`src/rtl/edubos5_mem_arb.sv`:
```
// eduBOS5 memory arbiter: shares one single-port memory bus between the
// instruction-fetch port and the load/store port. Data has fixed priority,
// bounded by a streak counter so fetch cannot starve. One transaction is
// outstanding at a time; a watchdog aborts transactions that never get m_ack.
module edubos5_mem_arb #(
    parameter int unsigned MAX_DATA_STREAK = 4,
    parameter int unsigned ACK_TIMEOUT     = 255
) (
    input  logic        clk,
    input  logic        arst_n,
    input  logic        i_req,
    input  logic [29:0] i_addr,
    output logic        i_gnt,
    output logic        i_rvalid,
    output logic [31:0] i_rdata,
    input  logic        d_req,
    input  logic [31:0] d_addr,
    input  logic [3:0]  d_we_bs,
    input  logic [31:0] d_wdata,
    output logic        d_gnt,
    output logic        d_rvalid,
    output logic [31:0] d_rdata,
    output logic        m_req,
    output logic [31:0] m_addr,
    output logic [3:0]  m_we_bs,
    output logic [31:0] m_wdata,
    input  logic        m_ack,
    input  logic [31:0] m_rdata,
    output logic        bus_err
);

    localparam logic ST_IDLE = 1'b0;
    localparam logic ST_BUSY = 1'b1;

    localparam logic [3:0]  STREAK_MAX = 4'(MAX_DATA_STREAK);
    // Watchdog fires in the BUSY cycle where the counter reaches its last value.
    localparam logic [15:0] WD_LAST    = 16'(ACK_TIMEOUT - 1);
    localparam logic        WD_EN      = (ACK_TIMEOUT != 0);
    localparam logic [31:0] FETCH_NOP  = 32'h0000_0013;

    logic        state_q;
    logic        owner_q;  // 1 = data port owns the bus, 0 = fetch
    logic [3:0]  streak_q;
    logic [15:0] wd_q;
    logic        i_rvalid_q, d_rvalid_q, bus_err_q;
    logic [31:0] i_rdata_q, d_rdata_q;
    logic [31:0] m_addr_q, m_wdata_q;
    logic [3:0]  m_we_bs_q;

    logic data_win, fetch_win, idle, timeout;

    // Winner selection and grant pulses, forced low while in reset.
    always_comb begin
        idle      = (state_q == ST_IDLE);
        data_win  = d_req & (~i_req | (streak_q != STREAK_MAX));
        fetch_win = i_req & ~data_win;
        i_gnt     = arst_n & idle & fetch_win;
        d_gnt     = arst_n & idle & data_win;
        timeout   = WD_EN & ~m_ack & (wd_q == WD_LAST);
    end

    // FSM, watchdog and completion/abort pulses.
    always_ff @(posedge clk or negedge arst_n) begin
        if (!arst_n) begin
            state_q    <= ST_IDLE;
            owner_q    <= 1'b0;
            wd_q       <= 16'd0;
            i_rvalid_q <= 1'b0;
            d_rvalid_q <= 1'b0;
            bus_err_q  <= 1'b0;
        end else begin
            i_rvalid_q <= 1'b0;
            d_rvalid_q <= 1'b0;
            bus_err_q  <= 1'b0;
            case (state_q)
                ST_IDLE: begin
                    if (i_gnt || d_gnt) begin
                        state_q <= ST_BUSY;
                        owner_q <= d_gnt;
                        wd_q    <= 16'd0;
                    end
                end
                ST_BUSY: begin
                    if (m_ack || timeout) begin
                        state_q    <= ST_IDLE;
                        d_rvalid_q <= owner_q;
                        i_rvalid_q <= ~owner_q;
                        bus_err_q  <= ~m_ack;
                    end else if (WD_EN) begin
                        wd_q <= wd_q + 16'd1;
                    end
                end
                default: state_q <= ST_IDLE;
            endcase
        end
    end

    // Streak of data grants won while fetch was waiting.
    always_ff @(posedge clk or negedge arst_n) begin
        if (!arst_n) begin
            streak_q <= 4'd0;
        end else if (d_gnt) begin
            if (!i_req) begin
                streak_q <= 4'd0;
            end else if (streak_q != STREAK_MAX) begin
                streak_q <= streak_q + 4'd1;
            end
        end else if (i_gnt) begin
            streak_q <= 4'd0;
        end
    end

    // Capture the winner's request fields; they persist after the transaction.
    always_ff @(posedge clk or negedge arst_n) begin
        if (!arst_n) begin
            m_addr_q  <= 32'd0;
            m_we_bs_q <= 4'd0;
            m_wdata_q <= 32'd0;
        end else if (d_gnt) begin
            m_addr_q  <= d_addr;
            m_we_bs_q <= d_we_bs;
            m_wdata_q <= d_wdata;
        end else if (i_gnt) begin
            m_addr_q  <= {i_addr, 2'b00};
            m_we_bs_q <= 4'd0;
            m_wdata_q <= 32'd0;
        end
    end

    // Read data registers: change only on read completion or abort.
    always_ff @(posedge clk or negedge arst_n) begin
        if (!arst_n) begin
            i_rdata_q <= 32'd0;
            d_rdata_q <= 32'd0;
        end else if (state_q == ST_BUSY) begin
            if (m_ack) begin
                if (!owner_q) begin
                    i_rdata_q <= m_rdata;
                end else if (m_we_bs_q == 4'd0) begin
                    d_rdata_q <= m_rdata;
                end
            end else if (timeout) begin
                if (owner_q) begin
                    d_rdata_q <= 32'd0;
                end else begin
                    i_rdata_q <= FETCH_NOP;
                end
            end
        end
    end

    // Output drive.
    always_comb begin
        m_req    = (state_q == ST_BUSY);
        m_addr   = m_addr_q;
        m_we_bs  = m_we_bs_q;
        m_wdata  = m_wdata_q;
        i_rvalid = i_rvalid_q;
        i_rdata  = i_rdata_q;
        d_rvalid = d_rvalid_q;
        d_rdata  = d_rdata_q;
        bus_err  = bus_err_q;
    end

endmodule

```
`config.mk`:
```
export PLATFORM = sky130hd
export DESIGN_NAME = edubos5_mem_arb
export DESIGN_NICKNAME = d
export VERILOG_FILES = /design/src/rtl/edubos5_mem_arb.sv
export SDC_FILE = /design/constraint.sdc
export NUM_CORES = 1
export LEC_CHECK = 0
export ABC_AREA = 1
export BUFFER_PORTS_ARGS = -buffer_cell sky130_fd_sc_hd__buf_2
export CORE_MARGIN = 5
export CORE_UTILIZATION = 49
export DETAILED_ROUTE_END_ITERATION = 12
export GPL_TIMING_DRIVEN = 0
export PLACE_DENSITY_LB_ADDON = 0.1
export SKIP_CTS_REPAIR_TIMING = 1
export SLEW_MARGIN = 40
export SYNTH_ARGS = -nofsm -noshare
export SYNTH_HDL_FRONTEND = slang
export SYNTH_SLANG_ARGS = --single-unit
```
`constraint.sdc`:
```
create_clock -name clk -period 2.1 [get_ports clk]
set_input_delay 0.21 -clock clk [delete_from_list [all_inputs] [get_ports clk]]
set_output_delay 0.21 -clock clk [all_outputs]
set_load 0.01 [all_outputs]
```
## Word level (Yosys, flattened, before mapping)

Cells that the tools add are included.

| operators by class | value |
|---|---|
| $add $sub $neg | 2 |
| $mul | 0 |
| divide/modulo/power cells | 0 |
| $lt $le $gt $ge | 0 |
| equality and inequality tests | 6 |
| shift operators | 0 |
| mux-type cells | 30 |
| bitwise gates (word level) | 12 |
| reduce and logical (&&, ||, !) cells | 10 |

Operator list:

| kind | count |
|---|---|
| $mux W32 | 13 |
| $mux W16 | 2 |
| $pmux W16 S2 | 1 |
| $mux W4 | 5 |
| $add A16 B1 Y16 const B | 1 |
| $eq A16 B8 Y1 const B | 1 |
| $mux W1 | 8 |
| $and A1 B1 Y1 | 6 |
| $reduce_and A2 Y1 | 3 |
| $not A1 Y1 | 5 |
| $add A4 B1 Y4 const B | 1 |
| $logic_not A4 Y1 | 1 |
| $ne A2 B1 Y1 const B | 2 |
| $ne A4 B3 Y1 const B | 1 |
| $reduce_and A4 Y1 | 1 |
| $reduce_bool A2 Y1 | 2 |
| $ne A3 B2 Y1 const B | 1 |
| $reduce_and A3 Y1 | 1 |
| $logic_or A1 B1 Y1 | 2 |
| $ne A2 B2 Y1 const B | 1 |
| $pmux W1 S2 | 1 |
| $or A1 B1 Y1 | 1 |

| storage, ports and cells | value |
|---|---|
| register bits | 157 |
| latch bits | 0 |
| memory bits (writable) | 0 |
| memory bits (read-only) | 0 |
| bits of input ports | 135 |
| output and inout port bits | 138 |
| logic and storage cells | 72 |
| memories kept | 0 |

## Longest topological paths before layout

Gate-level depths: netlist (run 1).

| logic depth | value |
|---|---|
| word-level depth | 9 |
| depth in mapped cells | 12 |
| mapped depth without buffers | 11 |

## Worst setup path after synthesis (run 1)

No wires, ideal clock.

| path | value |
|---|---|
| path type | reg2reg |
| from | register wd_q[0] |
| to | register i_rdata_q[4], in the netlist i_rdata[4] |
| setup time | 0.118 ns |
| arrival time | 1.415 ns |
| setup slack | 0.568 ns |
| stages on the path, launching flop included | 13 |
| buffers on the path | 1 |
| period minus slack after synthesis | 1.532 ns |
| cell sequence | dfrtp_1 > inv_1 > ha_1 > inv_1 > nor2_1 > nand2_1 > nor2_1 > nand2_2 > nand2_4 > nand3_4 > buf_6 > nand2_1 > nand2_1 |

| on the way | value |
|---|---|
| longest elaborated chain between the ends | 4 |

Ends and longest elaborated chain:

| what | line | text |
|---|---|---|
| from (decl) | 44 | `logic [15:0] wd_q;` |
| from (signal assigned) | 90 | `wd_q <= wd_q + 16'd1;` |
| $eq A16 B8 Y1 | 59 | `timeout = WD_EN & ~m_ack & (wd_q == WD_LAST);` |
| $and A1 B1 Y1 | 59 |  |
| $reduce_bool A2 Y1 (no line) | - |  |
| $reduce_and A3 Y1 (no line) | - |  |
| to (signal assigned) | 138 | `i_rdata_q <= m_rdata;` |
| to (decl) | 46 | `logic [31:0] i_rdata_q, d_rdata_q;` |

Every way passes these cells.
A chain may end at the register's enable or synchronous reset.

## Worst setup path after layout (run 1)

| path | value |
|---|---|
| from | register streak_q[0] |
| to | output port i_gnt |

| on the way | value |
|---|---|
| longest elaborated chain between the ends | 6 |

Ends and longest elaborated chain:

| what | line | text |
|---|---|---|
| from (decl) | 43 | `logic [3:0] streak_q;` |
| from (signal assigned) | 106 | `streak_q <= streak_q + 4'd1;` |
| $ne A4 B3 Y1 | 55 | `data_win = d_req & (~i_req \| (streak_q != STREAK_MAX));` |
| $or A1 B1 Y1 | 55 |  |
| $and A1 B1 Y1 | 55 |  |
| $not A1 Y1 | 56 | `fetch_win = i_req & ~data_win;` |
| $and A1 B1 Y1 | 56 |  |
| $and A1 B1 Y1 | 57 | `i_gnt = arst_n & idle & fetch_win;` |
| to (decl) | 13 | `output logic i_gnt,` |

Every way passes these cells.

==> results of run 1 <==
metrics by stage:
stage                     instances  setup WS (ps)  total power (W)  hold slack (ps)
after floorplan                 751            568          0.00588            -85.6
after global placement         1203          -2430          0.00735              420
after detailed placement       1205           91.1          0.00743             53.1
after CTS                      1237           -233           0.0107             -405
after global routing           1271          -10.7           0.0113            0.375
final                          1271           89.6           0.0107            -10.1
power groups by stage:
stage / Clock (W) / Sequential (W) / Combinational [W]
floorplan: 0 / 0.00483 / 0.00106
global placement: 0 / 0.00443 / 0.00292
detailed placement: 0 / 0.00444 / 0.00299
CTS: 0.00332 / 0.00441 / 0.00299
global route: 0.00346 / 0.00452 / 0.00336
finish: 0.00327 / 0.00442 / 0.00301
final cells by class:
class	instances	area [µm²]	area share (%)
Buffer	45	236	2.46
Clock buffer	22	464	4.83
Clock inverter	10	161	1.68
Inverter	30	120	1.25
Multi-Input combinational cell	518	2660	27.6
Sequential cell	157	3930	40.9
Tap cell	180	225	2.34
Timing Repair Buffer	309	1820	18.9
worst max-delay path by stage:
stage,from,endpoint,cells after the start
finish,streak_q[0],i_gnt,7
floorplan,wd_q[0],i_rdata[4],12
global route,streak_q[0],d_gnt,7
detailed placement,arst_n,d_gnt,6
CTS,streak_q[0],d_gnt,7
global placement,arst_n,m_addr[30],6
cells in the mapped netlist (8+ instances only):
cell / n / area, µm²
nand4_1: 38 / 238
nand3b_1: 33 / 248
o21ai_1: 8 / 40.0
inv_1: 24 / 90.1
dfrtp_1: 157 / 3930
a22oi_1: 30 / 225
clkbuf_1: 18 / 67.6
o21ai_0: 9 / 45.0
nor2_1: 31 / 116
buf_2: 23 / 115
nand2_1: 279 / 1050
a22o_1: 36 / 315
nand3_1: 18 / 90.1
cells in the final DEF (no fill, tap or decap), types with 17 or more instances in the layout:
cell type	Yosys	layout
nand3_1	18	18
a22oi_1	30	30
dfrtp_1	157	156
clkbuf_16	0	17
buf_2	23	292
nor2_1	31	31
nand2_1	279	279
inv_1	24	24
clkbuf_1	18	21
nand3b_1	33	33
nand4_1	38	38
dlygate4sd3_1	0	30
a22o_1	36	36
state kept, by name (all words and copies together) (netlist names):
name,cells
owner_q,1
m_req,1
d_rdata,32
i_rdata,32
i_rvalid,1
m_we_bs,4
bus_err,1
wd_q,16
streak_q,4
d_rvalid,1
m_wdata,32
m_addr,32
logic make-up (layout without fill, tap and decap cells):
group | after synthesis | after routing | share of synthesized area, %
and+or+nand+nor | 417 | 417 | 26.9
DFF | 157 | 157 | 56.7
AOI/OAI and AO/OA | 92 | 92 | 10.0
buffers and inverters | 76 | 416 | 5.07
xor gates and xnor gates | 5 | 5 | 0.632
adders and majority gates | 4 | 4 | 0.722
critical path: cells and delay by family (launching register included):
kind	cells	cell delay, ps
AND/OR/NAND/NOR	3	390
flip-flops	1	380
buffers and inverters	3	400
adder cells (fa/ha/maj)	1	200
per-layer routing:
metal,vias up,global-route usage [%]
met4,0,8.28
met1,3096,31.2
met2,266,42.2
li1,3164,-
met5,-,0
met3,43,8.22
==> flow_summary_export.csv, run 1 <==
group,metric,value,unit
sta,hold_ws,-10.1,ps
hold_path,hold_path_end,"m_we_bs[1]",
hold_path,worstHoldPathCells,3,
run_status,violations,"negative hold slack",
setup_path,cp_slowest_stage_delay,380,ps
global_routing,grt_use_total,25.3,%
layout,area_growth,38.7,%
power,power.density,1110,nW/µm²
clocking,cts_tree,"yes",
sta,drv_slew,0,
routing,num_vias,6569,
routing,wirelength,21.4,mm
power,peakVddDrop,0.000663,V
setup_path,worstPathCellList,"inv_1 > ha_1 > nand4_1 > nand2_1 > nand2_1 > clkinv_4 > buf_2",
sta,skew,7.15,ps
logic_synthesis,syn_area,6930,µm²
hold_path,min_from,"d_we_bs[1]",
setup_path,rr_worst_depth,10,
power,switchingPower,0.00349,W
layout,nFillCells,1153,
setup_path,path_max_fanout,13,
power,power_frac_seq,41.3,%
sta,tns,0,ps
sta,max_freq,497,MHz
routing,routedWlPerCell,16.8,µm
placement,io_buffers,272,
setup_path,crit_path_start_kind,"flop",
clocking,cts_buffer_depth,2,
setup_path,worstSetupEndpointType,"output port",
die,die_height,129,µm
placement,dpl-instance-area,8590,µm²
setup_path,worstSetupPathType,"flop to output port",
power,clkPwrFrac,30.6,%
power,p_sw_share,32.6,%
flow_run,drv_cap,0,
global_routing,gr-total-overflow,0,
sta,relSlewSlack,46.9,%
setup_path,critical_path_arrival,1800,ps
routing,met2_length,10.7,mm
logic_synthesis,ys_warn_count,0,
logic_synthesis,synth_sequential_area_ratio,56.7,%
sta,finalSetupViolCount,0,
logic_synthesis,netlist_instances,751,
setup_path,crit_path_frequent_cell,"nand2_1",
die,rows,43,
logic_synthesis,syn-mean-instance-area,9.23,µm²
die,core,13900,µm²
logic_synthesis,async_reset_ff_share,100,%
routing,drt.antenna.violating_nets,0,
die,dieArea,16600,µm²
layout,final_nets,1217,
sta,hold_viol_final,6,
logic_synthesis,synthFlopType,"dfrtp_1",
setup_path,crit-reg2reg-launch,"wd_q[0]",
hold_path,hp-class,"primary input to flop",
logic_synthesis,synth.distinct_cells,31,
routing,met1Wirelength,8.49,mm
die,chipWidth,129,µm
setup_path,reg2reg_slack,290,ps
die,start_util,50.0,%
run_status,status,"finished, violations left",
routing,wl_met3,1.72,mm
placement,hpwl,15.7,mm
routing,vias_per_cell,5.17,
sta,layout_worst_path_cycle_share,95.7,%
logic_synthesis,synthesis.nets,890,
power,power.leakage,5.26,nW
power,internal-power,0.00721,W
layout,layout-drive-gt1-share,32.6,%
routing,drtIter0Drc,369,
setup_path,crit_slowest_cell,"dfrtp_1",
logic_synthesis,ys_seq_elements,157,
setup_path,r2r_end,"d_rdata[13]",
layout,stdcell_area,9620,µm²
die,io_pins,273,
clocking,clock_sinks,157,
routing,dr.pass1.iters,8,
sta,tightest_slew,794,ps
routing,routed.top_layer,"met4",
sta,layout_min_cycle_time,2010,ps
global_routing,grt_pass1_wl,32.5,mm
logic_synthesis,synth_edf_count,0,
setup_path,crit_required,1890,ps
clocking,htree_levels,4,
layout,antennaDiodeCount,0,
clocking,clkTransAtPathRegs,60,ps
routing,drc,0,
global_routing,grt_max_degree,75,
power,combPwrFrac,28.1,%
global_routing,grt_pass1_vias,6295,
clocking,cts_root_buffer,"clkbuf_16",
clocking,clk_latency,430,ps
placement,gp_congestion,0.842,
global_routing,antenna_found_initial,0,
clocking,cts_made_buffers,17,
layout,final_util,69.3,%
Power figures use the tool's default switching activity.
==> run 2: changes to the inputs <==
- CORE_UTILIZATION: 49 -> 35
- PLACE_DENSITY_LB_ADDON: 0.1 -> default
- clock period: 2.1 -> 2.5 ns (I/O delays scaled with it)
==> flow_summary_export.csv, run 2 (synthesis results as in run 1) <==
group,metric,value,unit
clocking,clkTransAtPathRegs,60,ps
clocking,htree_levels,4,
sta,hold_viol_final,0,
die,core,19500,µm²
sta,relSlewSlack,65.6,%
die,io_pins,273,
layout,area_growth,35.5,%
sta,skew,10.3,ps
routing,vias_per_cell,4.72,
sta,max_freq,442,MHz
clocking,clk_latency,430,ps
global_routing,antenna_found_initial,2,
setup_path,crit_required,2250,ps
sta,layout_worst_path_cycle_share,90.5,%
power,power_frac_seq,42.3,%
hold_path,hp-class,"primary input to flop",
power,power.density,932,nW/µm²
die,rows,51,
sta,hold_ws,33.7,ps
setup_path,crit_path_start_kind,"flop",
sta,finalSetupViolCount,0,
run_status,status,"finished, final reports clean",
power,switchingPower,0.00298,W
sta,tightest_slew,517,ps
setup_path,path_max_fanout,10,
layout,antennaDiodeCount,0,
routing,drtIter0Drc,261,
routing,routedWlPerCell,16.5,µm
power,peakVddDrop,0.000473,V
routing,drc,0,
global_routing,gr-total-overflow,0,
global_routing,grt_use_total,18.9,%
power,clkPwrFrac,29.2,%
placement,io_buffers,272,
sta,layout_min_cycle_time,2260,ps
layout,mostFrequentLayoutCell,"buf_2",
die,die_height,151,µm
power,internal-power,0.00578,W
routing,drt.antenna.violating_nets,0,
setup_path,worstSetupPathType,"flop to output port",
die,chipWidth,151,µm
clocking,cts_buffer_depth,2,
power,power.leakage,5.12,nW
flow_run,drv_cap,0,
global_routing,grt_pass1_wl,33.4,mm
layout,layout-drive-gt1-share,33.5,%
placement,hpwl,16.2,mm
routing,num_vias,6270,
power,combPwrFrac,28.5,%
die,start_util,35.6,%
layout,final_nets,1190,
global_routing,grt_max_degree,74,
clocking,cts_root_buffer,"clkbuf_16",
clocking,cts_made_buffers,17,
clocking,clock_sinks,157,
clocking,cts_tree,"yes",
die,dieArea,22700,µm²
global_routing,grt_pass1_vias,6144,
power,p_sw_share,34.0,%
setup_path,worstSetupEndpointType,"output port",
power,power,0.00876,W
routing,dr.pass1.iters,5,
setup_path,critical_path_arrival,2010,ps
layout,final_cell_mix,"294 x buf_2, 279 x nand2_1, 157 x dfrtp_1",
placement,gp_congestion,0.853,
sta,rsz0062_at_grt,"false",
routing,wirelength,21.9,mm
sta,drv_slew,0,
run 2: cell types whose count changed in the layout (fill, tap and decap cells not counted), sizes merged:
| cell | previous run | this run |
|---|---|---|
| clkbuf | 40 | 37 |
| clkinv | 7 | 6 |
| inv | 29 | 33 |
| dlygate4sd3 | 30 | 3 |
| clkinvlp | 0 | 2 |
| bufinv | 4 | 2 |
run 2: cell type report:
| cell class | count | area, µm² |
|---|---|---|
| fill | 1937 | 10100 |
| sequential | 157 | 3930 |
| multi-input combinational | 518 | 2660 |
| timing repair buffer | 281 | 1550 |
| clock buffer | 19 | 433 |
| tap | 265 | 332 |
| buffer | 46 | 239 |
| clock inverter | 13 | 139 |
| inverter | 30 | 113 |
run 2: worst paths after layout:
kind | start | endpoint | slack [ps] | cells past startpoint
setup / recovery | m_req | i_gnt | 240 | 7
hold / removal | d_we_bs[0] | m_we_bs[0] | 30 | 3
setup reg to reg | wd_q[0] | i_rdata[22] | 740 | 12
hold reg to reg | i_rdata[0] | i_rdata[0] | 460 | 2
max in group asynchronous | arst_n | d_rdata[2] | 1090 | 5
min in group asynchronous | arst_n | d_rdata[30] | 560 | 4
run 2: per-layer routing:
| metal | track usage [%] | vias to the layer above | wire length, µm |
|---|---|---|---|
| li1 | - | 3111 | - |
| met1 | 25.2 | 2904 | 9610 |
| met2 | 30.0 | 230 | 10200 |
| met3 | 5.57 | 21 | 1750 |
| met4 | 5.08 | 4 | 246 |
| met5 | 0 | - | 25 |
run 2: critical path: stages, from the launching register on:
cell and delay (ps):
dfrtp_1 460, inv_2 220, nand2_1 150, nor2_1 130
nand2_1 110, inv_2 110, buf_2 230, buf_2 160
run 2: through the flow:
stage / instance area [µm²] / setup slack, ps / utilization, % / instances / setup TNS, ps
global route: 9390 / 88.1 / 48.3 / 1329 / 0
CTS: 9260 / 106 / 47.6 / 1322 / 0
global placement: 8630 / -2190 / 44.3 / 1288 / -403510
floorplan: 6930 / 968 / - / 751 / 0
finish: 9390 / 239 / 48.3 / 1329 / 0
detailed placement: 8690 / 269 / 44.7 / 1290 / 0
run 2: power groups by stage:
stage | clock network [W] | registers, W | logic [W]
floorplan | 0 | 0.00405 | 0.000889
global placement | 0 | 0.00373 | 0.00248
detailed placement | 0 | 0.00372 | 0.00253
CTS | 0.00261 | 0.00370 | 0.00253
global route | 0.00272 | 0.00380 | 0.00278
finish | 0.00256 | 0.00371 | 0.00249
==> run 3: changes to the inputs <==
- ABC_AREA: 1 -> default
==> flow_summary_export.csv, run 3 <==
group,metric,value,unit
setup_path,worstSetupPathType,"flop to output port",
logic_synthesis,async_reset_ff_share,100,%
die,start_util,35.8,%
global_routing,gr-total-overflow,0,
power,clkPwrFrac,28.9,%
placement,io_buffers,272,
logic_synthesis,synthMuxAreaShare,0.923,%
layout,final_nets,976,
clocking,htree_levels,4,
layout,mostFrequentLayoutCell,"buf_2",
layout,final_cell_mix,"283 x buf_2, 157 x dfrtp_1, 131 x a22o_1",
sta,skew,6.98,ps
setup_path,cp_num_buf_inv,3,
power,power.density,985,nW/µm²
setup_path,crit_slowest_cell,"dfrtp_1",
sta,layout_min_cycle_time,2260,ps
hold_path,hold_path_end,"m_addr[6]",
routing,routedWlPerCell,18.3,µm
clocking,clk_latency,420,ps
logic_synthesis,ys_seq_elements,157,
global_routing,grtUsageMet2,27.9,%
hold_path,hp-class,"primary input to flop",
layout,stdcell_area,8930,µm²
power,power.leakage,4.49,nW
setup_path,reg2reg_slack,290,ps
layout,nFillCells,1678,
logic_synthesis,synth_top_cell_by_area,"dfrtp_1",
layout,layout-drive-gt1-share,38.9,%
routing,wirelength,19.8,mm
routing,drt.antenna.violating_nets,0,
layout,antennaDiodeCount,0,
sta,tightest_slew,728,ps
setup_path,crit_family,"buffers and inverters",
power,power_frac_seq,41.9,%
setup_path,crit-reg2reg-launch,"wd_q[0]",
logic_synthesis,synthesis.nets,679,
setup_path,critical_path_arrival,2010,ps
global_routing,met1_usage,24.2,%
routing,drc,0,
power,power,0.00879,W
logic_synthesis,ys_warn_count,0,
setup_path,cp_slowest_stage_delay,420,ps
power,peakVddDrop,0.000440,V
logic_synthesis,synthXorXnorAreaFrac,0.135,%
sta,drv_slew,0,
hold_path,worstHoldPathCells,3,
hold_path,min_from,"i_addr[4]",
sta,finalSetupViolCount,0,
die,die_height,146,µm
logic_synthesis,synth_top_family_by_area,"compound AO/OA/AOI/OAI gates",
clocking,cts_buffer_depth,2,
placement,hpwl,14.7,mm
setup_path,rr_worst_depth,9,
logic_synthesis,synth-compound-area-share,24.9,%
clocking,clock_sinks,157,
power,combPwrFrac,29.2,%
layout,area_growth,37.3,%
die,dieArea,21400,µm²
logic_synthesis,synth_area_leaders,"dfrtp_1 60%, a22o_1 18%, nand2_1 4.3%",
global_routing,use_met3,5.73,%
logic_synthesis,yosys-top-cells-count,"157 x dfrtp_1, 131 x a22o_1, 75 x nand2_1, 30 x a22oi_1, 25 x clkbuf_1",
layout,multi_input_area,2350,µm²
logic_synthesis,synth_sequential_area_ratio,60.4,%
logic_synthesis,synth_most_common_cell,"dfrtp_1",
global_routing,grt_max_degree,65,
clocking,cts_root_buffer,"clkbuf_16",
logic_synthesis,synth_top_area_share,60.4,%
die,chipWidth,146,µm
sta,hold_viol_final,0,
logic_synthesis,synth_fa_ha_area_share,0.770,%
logic_synthesis,synthSimpleGateAreaFrac,9.41,%
global_routing,grt.busiest_layer,"met2",
setup_path,worstPathCellList,"inv_1 > ha_1 > nand4b_1 > and3_1 > clkbuf_4 > buf_2",
logic_synthesis,synthFlopType,"dfrtp_1",
routing,drtIter0Drc,250,
routing,vias_per_cell,5.15,
die,io_pins,273,
clocking,cts_tree,"yes",
placement,gp_congestion,0.750,
global_routing,grt_pass1_vias,5705,
global_routing,grt_pass1_wl,31.1,mm
sta,layout_worst_path_cycle_share,90.3,%
power,internal-power,0.00586,W
run_status,status,"finished, final reports clean",
flow_run,drv_cap,0,
routing,dr.pass1.iters,4,
routing,num_vias,5556,
die,core,18100,µm²
power,switchingPower,0.00294,W
global_routing,grt_use_total,17.9,%
logic_synthesis,netlist_instances,540,
die,rows,49,
setup_path,r2r_end,"i_rdata[1]",
power,p_sw_share,33.4,%
sta,relSlewSlack,51.2,%
logic_synthesis,syn_area,6500,µm²
logic_synthesis,synth_edf_count,0,
setup_path,crit_required,2250,ps
setup_path,path_max_fanout,10,
global_routing,antenna_found_initial,2,
layout,regArea,3930,µm²
sta,rsz0062_at_grt,"false",
clocking,cts_made_buffers,17,
logic_synthesis,synth.distinct_cells,44,
clocking,clkTransAtPathRegs,70,ps
sta,max_freq,443,MHz
setup_path,worstSetupEndpointType,"output port",
logic_synthesis,syn-mean-instance-area,12.0,µm²
setup_path,crit_path_start_kind,"flop",
placement,dpl-instance-area,8220,µm²
-- run 3: logic make-up after synthesis --
| kind of cell | after synthesis |
|---|---|
| AO/OA/AOI/OAI | 196 |
| XOR/XNOR | 1 |
| adder cells (fa/ha/maj) | 4 |
| buffers and inverters | 51 |
| flip-flops | 157 |
| multiplexers | 6 |
| AND/OR/NAND/NOR | 125 |
-- run 3: power groups by stage --
| stage | combinational [W] | clock (W) | sequential [W] |
|---|---|---|---|
| after CTS | 0.00259 | 0.00259 | 0.00367 |
| after global routing | 0.00279 | 0.00270 | 0.00378 |
| after floorplan | 0.00110 | 0 | 0.00399 |
| after detailed placement | 0.00260 | 0 | 0.00370 |
| final | 0.00257 | 0.00254 | 0.00369 |
| after global placement | 0.00254 | 0 | 0.00371 |
-- run 3: per-layer routing --
layer,part of all wire [%],vias to the layer above
li1,-,2650
met1,45,2658
met2,45,217
met3,7.8,27
met4,1.6,4
met5,0.11,-
-- run 3: worst register-to-register path: stages (launching register included) --
cell and delay [ps]:
dfrtp_1 500, inv_1 80, ha_1 220, and4b_1 200
and4_1 190, buf_2 150, o21ai_1 280, buf_4 240
inv_2 60, o22a_1 190
-- run 3: per-stage QoR --
| step | util [%] | setup TNS (ps) | hold slack (ps) | std cells | worst slack, ps |
|---|---|---|---|---|---|
| 2_1_floorplan | - | 0 | -45.6 | 540 | 516 |
| 3_3_place_gp | 44.9 | -384320 | 445 | 1041 | -2340 |
| 3_5_place_dp | 45.3 | -319 | 177 | 1043 | -54.3 |
| 4_1_cts | 48.6 | -144 | -277 | 1075 | -144 |
| 5_1_grt | 49.2 | 0 | 26.5 | 1079 | 104 |
| 6_report | 49.2 | 0 | 47.4 | 1079 | 243 |
-- run 3: worst max-delay path by stage --
stage                       endpoint        start  slack, ps  cells past startpoint
final                          d_gnt  streak_q[0]        240                      6
after global placement    m_addr[20]       arst_n      -2340                      6
after CTS                      i_gnt        m_req       -140                      4
after detailed placement  m_addr[20]       arst_n        -50                      7
after global routing           d_gnt  streak_q[0]        100                      6
after floorplan              wd_q[3]      wd_q[0]        520                      9
-- run 3: layout make-up --
cell class / count / share of cell area (%)
Clock inverter: 15 / 1.93
Inverter: 8 / 0.336
Clock buffer: 17 / 4.76
Tap cell: 229 / 3.21
Timing Repair Buffer: 280 / 17.3
Multi-Input combinational cell: 332 / 26.3
Sequential cell: 157 / 44.0
Buffer: 41 / 2.14
